`config.mk`:
```
export PLATFORM = sky130hd
export DESIGN_NAME = cache_fill_ctrl
export DESIGN_NICKNAME = d
export VERILOG_FILES = /design/src/rtl/cache_pkg.sv /design/src/rtl/fill_word_counter.sv /design/src/rtl/cache_fill_ctrl.sv
export SDC_FILE = /design/constraint.sdc
export NUM_CORES = 1
export LEC_CHECK = 0
export ABC_AREA = 1
export ABC_CLOCK_PERIOD_IN_PS = 2800
export CAP_MARGIN = 20
export CORE_MARGIN = 8
export CORE_UTILIZATION = 57
export CTS_CLUSTER_DIAMETER = 100
export DETAILED_ROUTE_END_ITERATION = 7
export DONT_BUFFER_PORTS = 1
export GPL_ROUTABILITY_DRIVEN = 0
export PLACE_DENSITY = 0.72
export SLEW_MARGIN = 10
export SYNTH_ARGS = -nofsm -noshare
export SYNTH_HDL_FRONTEND = slang
export SYNTH_HIERARCHICAL = 1
export SYNTH_SLANG_ARGS = --single-unit
```
`constraint.sdc`:
```
create_clock -name clk -period 2.8 [get_ports clk]
set_input_delay 0.28 -clock clk [delete_from_list [all_inputs] [get_ports clk]]
set_output_delay 0.28 -clock clk [all_outputs]
set_load 0.02 [all_outputs]
```
`src/rtl/cache_pkg.sv`:
```
// Shared types and constants for the cache miss-fill controller.
package cache_pkg;

    typedef enum logic [1:0] {
        IDLE = 2'd0,
        FILL = 2'd1,
        DONE = 2'd2
    } fill_state_t;

    localparam int BLOCK_OFFSET_W = 4;  // byte offset bits within a 16-byte block
    localparam int WORD_IDX_W     = 3;  // word index bits within a block

    localparam logic FILL_SEL_I = 1'b0;
    localparam logic FILL_SEL_D = 1'b1;

endpackage

```
`src/rtl/fill_word_counter.sv`:
```
// Loadable wrap-around word index counter. The tally counts increments since
// the last load, so "done" means every word of the block has been stepped
// through no matter which word the walk started on.
module fill_word_counter
    import cache_pkg::*;
#(
    parameter int W = WORD_IDX_W
) (
    input  logic         clk,
    input  logic         rst,
    input  logic         load,
    input  logic [W-1:0] load_val,
    input  logic         en,
    output logic [W-1:0] cnt,
    output logic [W:0]   tally,
    output logic         done
);

    assign done = tally[W];

    // Index wraps naturally at 2**W; tally freezes once all words are counted.
    always_ff @(posedge clk or posedge rst) begin
        if (rst) begin
            cnt   <= '0;
            tally <= '0;
        end else if (load) begin
            cnt   <= load_val;
            tally <= '0;
        end else if (en && !done) begin
            cnt   <= cnt + 1'b1;
            tally <= tally + 1'b1;
        end
    end

endmodule

```
`src/rtl/cache_fill_ctrl.sv`:
```
// Miss-service controller: fetches a whole block from pipelined main memory
// into the I- or D-cache and stalls the requester until the tag is written.
// Optional macro CRITICAL_WORD_FIRST_EN starts the block walk at the missed
// word and adds the crit_word_valid output.
module cache_fill_ctrl
    import cache_pkg::*;
#(
    parameter int MEM_LATENCY     = 4,
    parameter int WORDS_PER_BLOCK = 8,
    parameter int ADDR_W          = 16
) (
    input  logic              clk,
    input  logic              rst,
    input  logic              i_miss,
    input  logic [ADDR_W-1:0] i_miss_addr,
    input  logic              d_miss,
    input  logic [ADDR_W-1:0] d_miss_addr,
    output logic              i_stall,
    output logic              d_stall,
    output logic              mem_en,
    output logic [ADDR_W-1:0] mem_addr,
    input  logic              mem_data_valid,
    input  logic [15:0]       mem_data,
    output logic              fill_we,
    output logic              fill_sel_d,
    output logic [ADDR_W-1:0] fill_addr,
    output logic [15:0]       fill_data,
    output logic              tag_we,
    output logic              i_fill_done,
`ifdef CRITICAL_WORD_FIRST_EN
    output logic              d_fill_done,
    output logic              crit_word_valid
`else
    output logic              d_fill_done
`endif
);

    localparam int BLK_W = ADDR_W - BLOCK_OFFSET_W;
    localparam logic [WORD_IDX_W:0] LAST_WORD = (WORD_IDX_W+1)'(WORDS_PER_BLOCK - 1);

    // Reject configurations the fixed-width counters cannot represent.
    if (WORDS_PER_BLOCK != (1 << WORD_IDX_W) || MEM_LATENCY < 1) begin : g_bad_cfg
        $error("cache_fill_ctrl: unsupported WORDS_PER_BLOCK or MEM_LATENCY");
    end

    fill_state_t             state, state_nxt;
    logic                    sel;
    logic [BLK_W-1:0]        block;
    logic                    take;
    logic                    take_sel;
    logic [ADDR_W-1:0]       take_addr;
    logic [WORD_IDX_W-1:0]   load_val;
    logic [WORD_IDX_W-1:0]   iss_cnt, rcv_cnt;
    logic [WORD_IDX_W:0]     iss_tally, rcv_tally;
    logic                    iss_done, rcv_done;
    logic                    busy;
    logic                    unused_bits;

    // D wins a simultaneous miss; the pending I miss is picked up on return to IDLE.
    assign take_sel  = d_miss ? FILL_SEL_D : FILL_SEL_I;
    assign take_addr = d_miss ? d_miss_addr : i_miss_addr;

`ifdef CRITICAL_WORD_FIRST_EN
    assign load_val = take_addr[BLOCK_OFFSET_W-1:1];
`else
    assign load_val = '0;
`endif

    fill_word_counter #(.W(WORD_IDX_W)) u_issue (
        .clk      (clk),
        .rst      (rst),
        .load     (take),
        .load_val (load_val),
        .en       (mem_en),
        .cnt      (iss_cnt),
        .tally    (iss_tally),
        .done     (iss_done)
    );

    fill_word_counter #(.W(WORD_IDX_W)) u_recv (
        .clk      (clk),
        .rst      (rst),
        .load     (take),
        .load_val (load_val),
        .en       (fill_we),
        .cnt      (rcv_cnt),
        .tally    (rcv_tally),
        .done     (rcv_done)
    );

    // FSM state register.
    always_ff @(posedge clk or posedge rst) begin
        if (rst) state <= IDLE;
        else     state <= state_nxt;
    end

    // Latch the block being served and which cache it belongs to.
    always_ff @(posedge clk or posedge rst) begin
        if (rst) begin
            sel   <= FILL_SEL_I;
            block <= '0;
        end else if (take) begin
            sel   <= take_sel;
            block <= take_addr[ADDR_W-1:BLOCK_OFFSET_W];
        end
    end

    // Next state and per-cycle strobes; returns outside FILL are dropped.
    always_comb begin
        state_nxt   = state;
        take        = 1'b0;
        mem_en      = 1'b0;
        fill_we     = 1'b0;
        tag_we      = 1'b0;
        i_fill_done = 1'b0;
        d_fill_done = 1'b0;
        case (state)
            IDLE: begin
                if (d_miss || i_miss) begin
                    take      = 1'b1;
                    state_nxt = FILL;
                end
            end
            FILL: begin
                mem_en  = !iss_done;
                fill_we = mem_data_valid;
                if (mem_data_valid && rcv_tally == LAST_WORD) begin
                    tag_we    = 1'b1;
                    state_nxt = DONE;
                end
            end
            DONE: begin
                i_fill_done = (sel == FILL_SEL_I);
                d_fill_done = (sel == FILL_SEL_D);
                state_nxt   = IDLE;
            end
            default: state_nxt = IDLE;
        endcase
    end

    assign busy       = (state != IDLE);
    assign i_stall    = i_miss | (busy & (sel == FILL_SEL_I));
    assign d_stall    = d_miss | (busy & (sel == FILL_SEL_D));
    assign fill_sel_d = sel;
    assign mem_addr   = {block, iss_cnt, 1'b0};
    assign fill_addr  = {block, rcv_cnt, 1'b0};
    assign fill_data  = fill_we ? mem_data : 16'h0000;

`ifdef CRITICAL_WORD_FIRST_EN
    // First word written is always the one the pipeline missed on.
    assign crit_word_valid = fill_we & (rcv_tally == '0);
`endif

    assign unused_bits = ^{i_miss_addr[BLOCK_OFFSET_W-1:0], d_miss_addr[BLOCK_OFFSET_W-1:0],
                           iss_tally[WORD_IDX_W-1:0], rcv_done};

endmodule

```
======== Yosys cells after proc, flatten, opt, wreduce, memory -nomap -nowiden ========
Index checks and enable logic that the tools add are counted.
storage, ports and cells
  register bits ........................... 29
  bits of input ports ..................... 53
  output and inout bits ................... 56
  logic and storage cells ................. 54
cells by class
  $add $sub $neg .......................... 4
  equal/unequal tests ..................... 5
  muxes and demuxes ....................... 22
  bitwise operators ....................... 5
  reduce and logical (&&, ||, !) cells .... 11
operator list
  kind                                                  count
  2-to-1 mux 16 bit                                     2
  2-to-1 mux 4 bit                                      4
  2-to-1 mux 3 bit                                      4
  2-to-1 mux 1 bit                                      9
  adder 4 x 1 -> 4 bit (second input constant)          2
  adder 3 x 1 -> 3 bit (second input constant)          2
  nonzero test 2 bit                                    3
  equality test 4 x 3 -> 1 bit (second input constant)  1
  2-to-1 mux 2 bit                                      2
  inequality test 2 bit (second input constant)         2
  case mux 2 bit (2 select lines)                       1
  logical AND 1 bit                                     3
  AND 1 bit                                             2
  equality test 2 x 1 -> 1 bit (second input constant)  1
  equality test 2 bit (second input constant)           1
  logical NOT 1 bit                                     2
  logical NOT 2 bit                                     1
  bitwise OR 1 bit                                      2
  AND reduction 2 bit                                   1
  logical OR 1 bit                                      1
  NOT 1 bit                                             1

======== Depth between registers and ports, before layout ========
  depth in word-level cells ............... 5
  mapped depth ............................ 9
  depth with buffers taken out ............ 8

======== Cells and area by module ========
The synthesis kept the hierarchy.
modules (own cells, without submodules)
  module             instances  cells an instance  area each (µm²)  sequential area each (µm²)
  cache_fill_ctrl    1          170                1058.5           375.4
  fill_word_counter  2          52                 390.4            175.2

======== Worst setup path before layout ========
Ideal clock, no wire load.
  path type ............................... register to register
  start ................................... register state[0]
  end ..................................... register u_issue.cnt[2]
  setup time .............................. 0.066 ns
  arrival ................................. 1.481 ns
  path slack .............................. 1.253 ns
  cell stages (with the launch flop) ...... 9
  buffers on the path ..................... 0
  period minus slack after synthesis ...... 1.547 ns
  cells stage by stage .................... dfrtp_1 -> inv_1 -> nor2_2 -> inv_1 -> nor2_1 -> nand2_2 -> nor2_1 -> nand2_1 -> nand3_2
between the ends
  cells in the longest elaborated chain, start to end .. 4
  elaborated cells between the ends (all ways) .. 7
ends and longest elaborated chain
  what                          line                     RTL
  start, declared               cache_fill_ctrl.sv:46    fill_state_t state, state_nxt;
  start signal, assigned        cache_fill_ctrl.sv:94    else state <= state_nxt;
  equality test 2 x 1 -> 1 bit  cache_fill_ctrl.sv:117   case (state)
  2-to-1 mux 1 bit              cache_fill_ctrl.sv:117
  net mem_en                    cache_fill_ctrl.sv:20    output logic mem_en,
  logical AND 1 bit             fill_word_counter.sv:29  end else if (en && !done) begin
  nonzero test 2 bit (no line)  --
  end signal, assigned          fill_word_counter.sv:27  cnt <= load_val;
  end signal, assigned          fill_word_counter.sv:30  cnt <= cnt + 1'b1;
  end, declared                 fill_word_counter.sv:14  output logic [W-1:0] cnt,
The timed path passes the listed nets, and every way through them passes these cells.
A chain may end at the register's enable or synchronous reset.

======== Final worst setup path ========
  start ................................... register sel (netlist: fill_sel_d)
  end ..................................... output d_stall
between the ends
  cells in the longest elaborated chain, start to end .. 2
ends and longest elaborated chain
  what                    line                    RTL
  start, declared         cache_fill_ctrl.sv:47   logic sel;
  start signal, assigned  cache_fill_ctrl.sv:103  sel <= take_sel;
  AND 1 bit               cache_fill_ctrl.sv:143  assign d_stall = d_miss | (busy & (sel == FILL_SEL_D));
  bitwise OR 1 bit        cache_fill_ctrl.sv:143
  end, declared           cache_fill_ctrl.sv:19   output logic d_stall,
No other way between the ends.

==> flow_summary.json <==
{
  "status": "finished, final reports clean",
  "fmax_mhz": 543,
  "ant_nets": 0,
  "worstMarginPinSlew_ns": 0.717,
  "crit_type": "reg -> out",
  "finalNonFillerCells": 314,
  "cp_max_fo": 5,
  "fin_nets": 326,
  "drt_wl_total_um": 4100,
  "max_cap_viol_count": 0,
  "rows": 20,
  "cts_sinks": 29,
  "wl_per_cell_um": 13.0,
  "fillerInstances": 300,
  "required_ns": 2.52,
  "finalPower_w": 0.00225,
  "cts_tree": "yes",
  "worst_hold_slack_ns": 0.0634,
  "track_usage": 0.157,
  "die_h_um": 72.7,
  "die_area_sq_um": 5280,
  "syn_to_final_growth_pct": 0.888,
  "worstHoldStart": "d_miss",
  "final_area_sq_um": 1850,
  "insertion_delay_ns": 0.33,
  "cts_hold_buf": 1,
  "grt_pass1_vias": 1381,
  "core-area_sq_um": 3050,
  "grt_antenna_before_repair": 0,
  "slew_headroom": 0.517,
  "drive_gt1_frac": 0.0926,
  "cts_buffer_depth": 2,
  "syn_area_per_cell_sq_um": 6.71,
  "hpwl_um": 3170,
  "port_buffers": 0,
  "r2r_slack_ns": 1.03,
  "reg2reg_from": "state[0]$_DFFE_PP0P_",
  "power.density_nw_per_um2": 1220,
  "grt_max_degree": 18,
  "fin_crit_sh": 0.658,
  "diodes": 0,
  "cts_resized": 0,
  "cts_max_level": 2,
  "io_pins": 109,
  "syn_inst": 273,
  "worst-endpoint-arrival_ns": 1.56,
  "reg2regPathDepth": 8,
  "ys_warn_count": 6,
  "grt_pass1_wl_um": 6440,
  "irDropWorstVdd_mv": 0.581,
  "fin_setup_tns_ns": 0,
  "startpoint_type": "flop",
  "postCtsSetupBuffers": 0,
  "clk_pin_slew_ns": 0.09,
  "root_buffer": "clkbuf_4",
  "gr-total-overflow": 0,
  "hold_depth": 2,
  "drv_slew": 0,
  "final.min_clock_period_ns": 1.84,
  "numCtsBuffers": 5,
  "rsz0062_at_grt": "no",
  "setup_viol": 0,
  "p_leak_nw": 1.13,
  "dpl-instance-area_sq_um": 1770,
  "die_w_um": 72.7,
  "fin_skew_ns": 0.00387,
  "detail_route.first_pass.iterations": 4,
  "hold_viol": 0,
  "syn_area_sq_um": 1830,
  "end_kind": "output pin",
  "initial_utilization": 0.600,
  "hold_end": "fill_sel_d$_DFFE_PP0P_",
  "drt_iter0_drc": 59,
  "vias_per_cell": 4.82,
  "hp-class": "in -> reg",
  "r2r_end": "u_issue/cnt[2]$_DFFE_PP0P_",
  "num_vias": 1512,
  "post-place-cells": 305,
  "drc": 0
}
[stage by stage]
| stage | worst slack, ns | utilization |
|---|---|---|
| floorplan | 1.25 | - |
| global route | 0.799 | 0.605 |
| finish | 0.959 | 0.605 |
| CTS | 0.921 | 0.605 |
| detailed placement | 1.01 | 0.579 |
| global placement | 1.02 | 0.579 |
[state kept, by name (all words and copies together) (netlist names)]
name / flops
state: 2
fill_sel_d: 1
u_issue/cnt: 3
u_recv/cnt: 3
u_issue/tally: 4
block: 12
u_recv/tally: 4
[routing by layer]
metal  share of wire  global-route usage  vias to the layer above
met5               0                   0                        -
met4           0.018              0.0800                        0
met3           0.089              0.0604                        7
met2            0.50               0.266                       54
met1            0.39               0.164                      662
li1                -                   -                      789
[area by class of cell]
cell class / instances / area (sq um) / share of cell area
timing repair buffer: 2 / 17.5 / 0.00948
clock buffer: 7 / 65.1 / 0.0352
clock inverter: 1 / 5.00 / 0.00271
tap: 44 / 55.1 / 0.0298
multi-input combinational: 195 / 845 / 0.457
inverter: 36 / 135 / 0.0731
sequential: 29 / 726 / 0.393
[worst max-delay path by stage]
stage,endpoint,depth (start not counted),start,slack (ns)
finish,d_stall,2,fill_sel_d$_DFFE_PP0P_,0.96
global route,mem_en,4,state[0]$_DFFE_PP0P_,0.80
CTS,mem_en,4,state[0]$_DFFE_PP0P_,0.92
detailed placement,u_issue/cnt[2]$_DFFE_PP0P_,8,state[0]$_DFFE_PP0P_,1.01
global placement,u_issue/cnt[2]$_DFFE_PP0P_,8,state[0]$_DFFE_PP0P_,1.02
floorplan,u_issue/cnt[2]$_DFFE_PP0P_,8,state[0]$_DFFE_PP0P_,1.25
[power breakdown]
group	leakage, nW	internal [W]	total (W)	switching (W)
combinational	0.726	0.000281	0.000890	0.000610
clock	0.0413	0.000145	0.000294	0.000148
sequential	0.361	0.000615	0.00107	0.000456
[critical path, cell delays in order (launching register included)]
cell     delay (ns)
dfrtp_1        0.54
inv_1          0.09
o21ai_0        0.60
[cell usage in the layout, fill, tap and decap left out, drive strengths merged]
master,n
dfrtp,29
nand2,122
clkbuf,7
nand4,4
clkinv,1
dlygate4sd3,1
buf,1
o21bai,1
ha,4
conb,8
o21ai,6
nor3,2
nor2,36
inv,36
nand3,12
Note: power is estimated with default switching activity, not from simulation.
